[src/rtl/multi_alarm_unit_pkg.sv]
// Shared types, field widths and time-field packing for the multi-channel alarm unit.
package multi_alarm_unit_pkg;

  typedef enum logic [1:0] {
    CH_OFF,
    CH_ARMED,
    CH_RINGING,
    CH_SNOOZED
  } ch_state_t;

  localparam int HOUR_W   = 5;
  localparam int MIN_W    = 6;
  localparam int SEC_W    = 6;
  localparam int TIME_W   = HOUR_W + MIN_W + SEC_W;
  localparam int ALARM_W  = HOUR_W + MIN_W;
  localparam int MAX_HOUR = 23;
  localparam int MAX_MIN  = 59;

  // time_in is {hour, min, sec}; alarm words are {hour, min}
  localparam int SEC_POS        = 0;
  localparam int MIN_POS        = SEC_W;
  localparam int HOUR_POS       = SEC_W + MIN_W;
  localparam int ALARM_MIN_POS  = 0;
  localparam int ALARM_HOUR_POS = MIN_W;

  function automatic int ch_idx_w(input int channels);
    return (channels > 1) ? $clog2(channels) : 1;
  endfunction

  function automatic logic alarm_valid(input logic [ALARM_W-1:0] alarm);
    return (alarm[ALARM_HOUR_POS +: HOUR_W] <= HOUR_W'(MAX_HOUR)) &&
           (alarm[ALARM_MIN_POS +: MIN_W] <= MIN_W'(MAX_MIN));
  endfunction

endpackage

[src/rtl/multi_alarm_unit_if.sv]
// Channel-programming bus: a one-cycle write strobe plus the registered reject pulse.
interface multi_alarm_unit_if
  import multi_alarm_unit_pkg::*;
#(
  parameter int CHANNELS = 4
);
  localparam int CW = ch_idx_w(CHANNELS);

  logic               wr_en;
  logic [CW-1:0]      wr_ch;
  logic [ALARM_W-1:0] wr_alarm;
  logic               wr_enable;
  logic               wr_err;

  modport master (
    output wr_en, wr_ch, wr_alarm, wr_enable,
    input  wr_err
  );

  modport slave (
    input  wr_en, wr_ch, wr_alarm, wr_enable,
    output wr_err
  );
endinterface

[src/rtl/multi_alarm_unit_alarm_channel.sv]
// One alarm channel: OFF/ARMED/RINGING/SNOOZED FSM, alarm register, saturating
// seconds counter and sticky missed flag.
module alarm_channel
  import multi_alarm_unit_pkg::*;
#(
  parameter int SNOOZE_S       = 300,
  parameter int RING_TIMEOUT_S = 60
) (
  input  logic               clk,
  input  logic               rst,
  input  logic               tick_1s,
  input  logic [TIME_W-1:0]  time_in,
  input  logic               load,
  input  logic [ALARM_W-1:0] load_alarm,
  input  logic               load_enable,
  input  logic               snooze,
  input  logic               stop,
  output logic               ringing,
  output logic               missed
);

  localparam int CNT_TOP = (SNOOZE_S > RING_TIMEOUT_S) ? SNOOZE_S : RING_TIMEOUT_S;
  localparam int CNT_W   = $clog2(CNT_TOP + 1);

  localparam logic [CNT_W-1:0] SNOOZE_LIM = CNT_W'(SNOOZE_S);
  localparam logic [CNT_W-1:0] RING_LIM   = CNT_W'(RING_TIMEOUT_S);
  localparam logic [CNT_W-1:0] CNT_SAT    = '1;

  ch_state_t          state_q, state_d;
  logic [ALARM_W-1:0] alarm_q, alarm_d;
  logic [CNT_W-1:0]   cnt_q, cnt_d, cnt_inc;
  logic               missed_q, missed_d;
  logic               time_match;

  assign cnt_inc = (cnt_q == CNT_SAT) ? cnt_q : cnt_q + 1'b1;

  // Triggering only on second zero keeps a stop inside the alarm minute from retriggering
  assign time_match = tick_1s &&
                      (time_in[HOUR_POS +: HOUR_W] == alarm_q[ALARM_HOUR_POS +: HOUR_W]) &&
                      (time_in[MIN_POS +: MIN_W]   == alarm_q[ALARM_MIN_POS +: MIN_W]) &&
                      (time_in[SEC_POS +: SEC_W]   == '0);

  always_ff @(posedge clk or posedge rst) begin
    if (rst) begin
      state_q  <= CH_OFF;
      alarm_q  <= '0;
      cnt_q    <= '0;
      missed_q <= 1'b0;
    end else begin
      state_q  <= state_d;
      alarm_q  <= alarm_d;
      cnt_q    <= cnt_d;
      missed_q <= missed_d;
    end
  end

  // Same-cycle priority: write, then stop, then snooze, then counter expiry, then match
  always_comb begin
    state_d  = state_q;
    alarm_d  = alarm_q;
    cnt_d    = cnt_q;
    missed_d = missed_q;

    if (load) begin
      alarm_d  = load_alarm;
      state_d  = load_enable ? CH_ARMED : CH_OFF;
      cnt_d    = '0;
      missed_d = 1'b0;
    end else if (stop) begin
      missed_d = 1'b0;
      if (state_q == CH_RINGING || state_q == CH_SNOOZED) begin
        state_d = CH_ARMED;
        cnt_d   = '0;
      end
    end else begin
      unique case (state_q)
        CH_ARMED: begin
          if (time_match) begin
            state_d = CH_RINGING;
            cnt_d   = '0;
          end
        end
        CH_RINGING: begin
          if (snooze) begin
            state_d = CH_SNOOZED;
            cnt_d   = '0;
          end else if (tick_1s) begin
            if (cnt_inc >= RING_LIM) begin
              state_d  = CH_ARMED;
              cnt_d    = '0;
              missed_d = 1'b1;
            end else begin
              cnt_d = cnt_inc;
            end
          end
        end
        CH_SNOOZED: begin
          if (tick_1s) begin
            if (cnt_inc >= SNOOZE_LIM) begin
              state_d = CH_RINGING;
              cnt_d   = '0;
            end else begin
              cnt_d = cnt_inc;
            end
          end
        end
        default: ;
      endcase
    end
  end

  assign ringing = (state_q == CH_RINGING);
  assign missed  = missed_q;

endmodule

[src/rtl/multi_alarm_unit.sv]
// Multi-channel alarm unit: write validation and decode, registered reject pulse,
// per-channel alarm instances, ring OR and lowest-index ringing channel.
module multi_alarm_unit
  import multi_alarm_unit_pkg::*;
#(
  parameter int CHANNELS       = 4,
  parameter int SNOOZE_S       = 300,
  parameter int RING_TIMEOUT_S = 60
) (
  input  logic                clk,
  input  logic                rst,
  input  logic                tick_1s,
  input  logic [TIME_W-1:0]   time_in,
  input  logic                snooze,
  input  logic                stop,
  multi_alarm_unit_if.slave   wr_bus,
  output logic                ring,
  output logic [CHANNELS-1:0] ring_vec,
  output logic [ch_idx_w(CHANNELS)-1:0] active_ch,
  output logic [CHANNELS-1:0] missed_vec
);

  localparam int CW = ch_idx_w(CHANNELS);

  logic                ch_ok;
  logic                wr_valid;
  logic [CHANNELS-1:0] load_vec;
  logic                wr_err_q;

  assign ch_ok    = (int'(wr_bus.wr_ch) < CHANNELS);
  assign wr_valid = wr_bus.wr_en && ch_ok && alarm_valid(wr_bus.wr_alarm);

  always_ff @(posedge clk or posedge rst) begin
    if (rst) wr_err_q <= 1'b0;
    else     wr_err_q <= wr_bus.wr_en && !wr_valid;
  end

  assign wr_bus.wr_err = wr_err_q;

  for (genvar i = 0; i < CHANNELS; i++) begin : g_ch
    assign load_vec[i] = wr_valid && (wr_bus.wr_ch == CW'(i));

    alarm_channel #(
      .SNOOZE_S       (SNOOZE_S),
      .RING_TIMEOUT_S (RING_TIMEOUT_S)
    ) u_channel (
      .clk         (clk),
      .rst         (rst),
      .tick_1s     (tick_1s),
      .time_in     (time_in),
      .load        (load_vec[i]),
      .load_alarm  (wr_bus.wr_alarm),
      .load_enable (wr_bus.wr_enable),
      .snooze      (snooze),
      .stop        (stop),
      .ringing     (ring_vec[i]),
      .missed      (missed_vec[i])
    );
  end

  assign ring = |ring_vec;

  // Scan downwards so the lowest ringing index is the last one written
  always_comb begin
    active_ch = '0;
    for (int i = CHANNELS - 1; i >= 0; i--) begin
      if (ring_vec[i]) active_ch = CW'(i);
    end
  end

endmodule

[src/flat_wrapper.sv]
// flat-port wrapper written by rule: the top's interface ports become plain ports
module multi_alarm_unit_flat import multi_alarm_unit_pkg::*;
#(
  parameter int CHANNELS       = 4,
  parameter int SNOOZE_S       = 300,
  parameter int RING_TIMEOUT_S = 60
)
  (clk, rst, tick_1s, time_in, snooze, stop, ring, ring_vec, active_ch, missed_vec, wr_bus_wr_en, wr_bus_wr_ch, wr_bus_wr_alarm, wr_bus_wr_enable, wr_bus_wr_err);
  multi_alarm_unit_if #(.CHANNELS(CHANNELS)) wr_bus_i ();
  input  logic clk;
  input  logic rst;
  input  logic tick_1s;
  input  logic [TIME_W-1:0] time_in;
  input  logic snooze;
  input  logic stop;
  output logic ring;
  output logic [CHANNELS-1:0] ring_vec;
  output logic [ch_idx_w(CHANNELS)-1:0] active_ch;
  output logic [CHANNELS-1:0] missed_vec;
  input wire logic [$bits(wr_bus_i.wr_en)-1:0] wr_bus_wr_en;
  input wire logic [$bits(wr_bus_i.wr_ch)-1:0] wr_bus_wr_ch;
  input wire logic [$bits(wr_bus_i.wr_alarm)-1:0] wr_bus_wr_alarm;
  input wire logic [$bits(wr_bus_i.wr_enable)-1:0] wr_bus_wr_enable;
  output wire logic [$bits(wr_bus_i.wr_err)-1:0] wr_bus_wr_err;
  assign wr_bus_i.wr_en = wr_bus_wr_en;
  assign wr_bus_i.wr_ch = wr_bus_wr_ch;
  assign wr_bus_i.wr_alarm = wr_bus_wr_alarm;
  assign wr_bus_i.wr_enable = wr_bus_wr_enable;
  assign wr_bus_wr_err = wr_bus_i.wr_err;
  multi_alarm_unit #(.CHANNELS(CHANNELS), .SNOOZE_S(SNOOZE_S), .RING_TIMEOUT_S(RING_TIMEOUT_S)) u_core (.clk(clk), .rst(rst), .tick_1s(tick_1s), .time_in(time_in), .snooze(snooze), .stop(stop), .wr_bus(wr_bus_i), .ring(ring), .ring_vec(ring_vec), .active_ch(active_ch), .missed_vec(missed_vec));
endmodule
[config.mk]
export PLATFORM = sky130hd
export DESIGN_NAME = multi_alarm_unit_flat
export DESIGN_NICKNAME = d
export VERILOG_FILES = /design/src/rtl/multi_alarm_unit_pkg.sv /design/src/rtl/multi_alarm_unit_if.sv /design/src/rtl/multi_alarm_unit_alarm_channel.sv /design/src/rtl/multi_alarm_unit.sv /design/src/flat_wrapper.sv
export SDC_FILE = /design/constraint.sdc
export NUM_CORES = 1
export LEC_CHECK = 0
export BUFFER_PORTS_ARGS = -buffer_cell sky130_fd_sc_hd__buf_2
export CAP_MARGIN = 20
export CORE_MARGIN = 10
export CORE_UTILIZATION = 40
export CTS_BUF_LIST = sky130_fd_sc_hd__clkbuf_16
export CTS_CLUSTER_DIAMETER = 30
export CTS_CLUSTER_SIZE = 14
export DETAILED_ROUTE_END_ITERATION = 10
export PLACE_DENSITY_LB_ADDON = 0.2
export RECOVER_POWER = 25
export SLEW_MARGIN = 40
export SYNTH_ARGS = -nofsm -noshare
export SYNTH_HDL_FRONTEND = slang
export SYNTH_SLANG_ARGS = --single-unit
[constraint.sdc]
create_clock -name clk -period 3 [get_ports clk]
set_clock_uncertainty 0.15 [all_clocks]
set_input_delay 0.3 -clock clk [delete_from_list [all_inputs] [get_ports clk]]
set_output_delay 0.3 -clock clk [all_outputs]
set_load 0.02 [all_outputs]
==> results.md <==
- Row count: 44
- Seq/Total Area, Yosys: 38.9%
- Failing checks: max-capacitance violations, max-slew violations
- Iteration-0 DRC Markers: 345
- Largest net degree at the start of global routing: 40
- Placed cell count: 834
- R2R Setup Slk: 0.19 ns
- GRT overflow: 0
- Max Fanout on Critical Path: 12
- Synth Cell Area: 5980 um2
- Syn Nets: 682
- FMAX: 0.356 GHz
- First-pass GRT wire length: 24000 um
- First-pass detailed-route iteration total: 5
- Initial antenna violation count: 1
- Post-Layout Inst Area: 6590 um2
- Leak pwr: 2.70 nW
- P per Cell Area: 601 nW/um2
- WL/cell: 17.2 um
- Cell accounting for the most synthesized area: dfrtp_1
- Vias in the first global route: 4705
- Mean area per synthesized cell: 9.33 um2
- Initial Utilization: 41.0%
- Top Ports: 49
- Routed WL: 14600 um
- Drt via density: 5.72
- VDD IR max: 0.000321 V
- Mapped Cells: 641
- Yosys Warn Count: 0
- Sink Count: 93
- CP Data Required Time: 3.14 ns
- Hold Path Class: in -> reg
- Skew-Pair Late Insertion Delay: 0.36 ns
- CP Launch Type: flop
- Worst-Margin Slew: 1.84 ns
- Horiz. Die Dim: 142 um
- PortBufs: 48
- Layout cell share with drive strength beyond 1: 20.5%
- Most common cell after layout, fill and taps aside: dfrtp_1
- Fin crit share: 93.6%
- Htree depth: 3
- Clk root buf: clkbuf_16
- Placer congestion estimate: 0.880
- DRC errors left: 0
- HPWL Detailed: 10800 um
- Clk buf depth: 2
- Die Footprint: 20300 um2
- CP endpoint kind: flop
- WS Path Type: reg -> reg
- Post-synthesis async set-or-reset flop share: 100%
- Total Routing Usage GR: 14.4%
- Hold violation count in the final report: 0
- Outcome: complete, but fails checks
- Area Growth Syn to Fin: 10.1%
- Setup Viol. Count Final: 0
- Setup_tns: 0 ns
- RSZ-0062 raised after global routing: false
- Top_reg_cell synth: dfrtp_1
- Placed instance area: 6280 um2
- Post-synth EDFFs: 0
- Total CTS buffers: 9
- Nets: 703
- Max Transition Viols Final: 39
- Reg clk slew, reported paths: 0.07 ns
- Max_slew headroom: -23.4%
- Netlist cell types: 72
- FF+latch count, synth: 93
- Data arrival, critical path: 2.94 ns
- Final worst path period need: 2.81 ns
- TritonCTS clock tree: yes
- Detail Route Antenna Nets: 0
- Total power draw: 3.95 mW
- Max-cap viol count: 1
- Most frequent cells in the layout: 93 x dfrtp_1, 48 x a21oi_1, 48 x mux2_2, 47 x nor2_1, 42 x buf_2
- Ranking of synthesized cells by area: dfrtp_1 39%, mux2_2 9.0%, xor2_1 4.7%, a21oi_1 4.0%, nor2_1 2.9%
- Non-Filler Instances: 852
- Setup Buffers After CTS: 0
- Vias: 4874
- Core area: 14600 um2
- Yosys top cell area share: 38.9%
- Die Ht: 142 um
critical path, cell delays in order (launching register included):
cell	delay, ns
dfrtp_1	0.44
ha_1	0.34
and4_4	0.25
a21oi_1	0.30
nor4_1	0.13
or4_4	0.52
a21oi_2	0.16
buf_4	0.20
a41oi_1	0.14
nor2_1	0.11
cell type report:
| type | instances | area, um2 |
|---|---|---|
| diodes | 1 | 2.50 |
| clock buffers | 9 | 225 |
| clock inverters | 7 | 57.6 |
| fillers | 1391 | 8000 |
| inverters | 8 | 31.3 |
| multi-input cells | 488 | 3360 |
| flip-flops and latches | 93 | 2330 |
| well taps | 184 | 230 |
| repair buffers | 62 | 349 |
metrics by stage:
step | utilization [%] | hold WS [ns] | worst slack [ns]
floorplan | - | 0.299 | 0.130
global placement | 43.0 | 0.281 | 0.313
detailed placement | 43.0 | 0.284 | 0.121
CTS | 45.0 | 0.0594 | 0.128
global route | 45.1 | 0.0793 | 0.0380
finish | 45.1 | 0.0770 | 0.192
path summary, 6_finish.rpt:
path | to | from | cells after the start
worst max-delay path | u_core.g_ch[2].u_channel.cnt_q[4] | u_core.g_ch[2].u_channel.cnt_q[0] | 9
worst min-delay path | u_core.g_ch[2].u_channel.alarm_q[8] | wr_bus_wr_alarm[8] | 2
worst max register to register | u_core.g_ch[2].u_channel.cnt_q[4] | u_core.g_ch[2].u_channel.cnt_q[0] | 9
worst min register to register | u_core.g_ch[1].u_channel.alarm_q[4] | u_core.g_ch[1].u_channel.alarm_q[4] | 1
max in group asynchronous | u_core.g_ch[2].u_channel.cnt_q[3] | rst | 4
min in group asynchronous | u_core.g_ch[3].u_channel.cnt_q[5] | rst | 3
what timing repair did:
item / CTS / global route
hold buffers: 1 / 0
hold endpoints to repair: 37 / 0
gates resized for setup: 0 / 4
endpoints found under the setup margin: 0 / 9
cell families (layout without fill, tap and decap cells):
family | after synthesis | after routing | share of synthesized area, %
and+or+nand+nor | 242 | 242 | 21.8
AOI/OAI and AO/OA | 137 | 137 | 15.4
DFF | 93 | 93 | 38.9
buffers and inverters | 60 | 86 | 5.29
muxes | 56 | 56 | 10.6
xor gates and xnor gates | 49 | 49 | 7.17
adders and majority gates | 4 | 4 | 0.837
other | 0 | 1 | 0
where the power goes:
group          total, mW  internal [mW]  switching, mW
Clock               1.12          0.574          0.542
Sequential          1.67           1.47          0.197
Combinational       1.17          0.529          0.644
layer usage:
layer / share of wire [%] / routed length, um / vias to the layer above / track usage, %
met5: 0 / 0 / - / 0
met4: 2.1 / 314 / 0 / 5.80
met3: 3.7 / 535 / 20 / 2.74
met2: 47 / 6840 / 94 / 22.8
met1: 47 / 6950 / 2384 / 19.0
li1: - / - / 2376 / -
flip-flops by register name (all words and copies together) (netlist names):
register	count
u_core.g_ch.u_channel.alarm_q	44
u_core.g_ch.u_channel.missed	4
u_core.wr_bus.wr_err	1
u_core.g_ch.u_channel.state_q	8
u_core.g_ch.u_channel.cnt_q	36
synthesized netlist by cell type, types with 5 or more instances:
master and instances:
a21o_1 5, a21oi_1 48, a22o_1 7, a31oi_1 9, and2_1 9, and3_1 12, and4_1 6, buf_2 13
buf_4 10, buf_6 5, clkbuf_1 23, dfrtp_1 93, inv_1 6, mux2_2 48, nand2_1 41, nand2b_1 8
nand3_1 34, nand3b_1 8, nand4_1 18, nor2_1 47, nor2b_1 14, nor3_1 10, nor3b_1 6, nor4_1 13
o211ai_1 8, o21ai_0 16, o21ai_1 6, xnor2_1 17, xor2_1 32
Note: power is estimated with default switching activity, not from simulation.
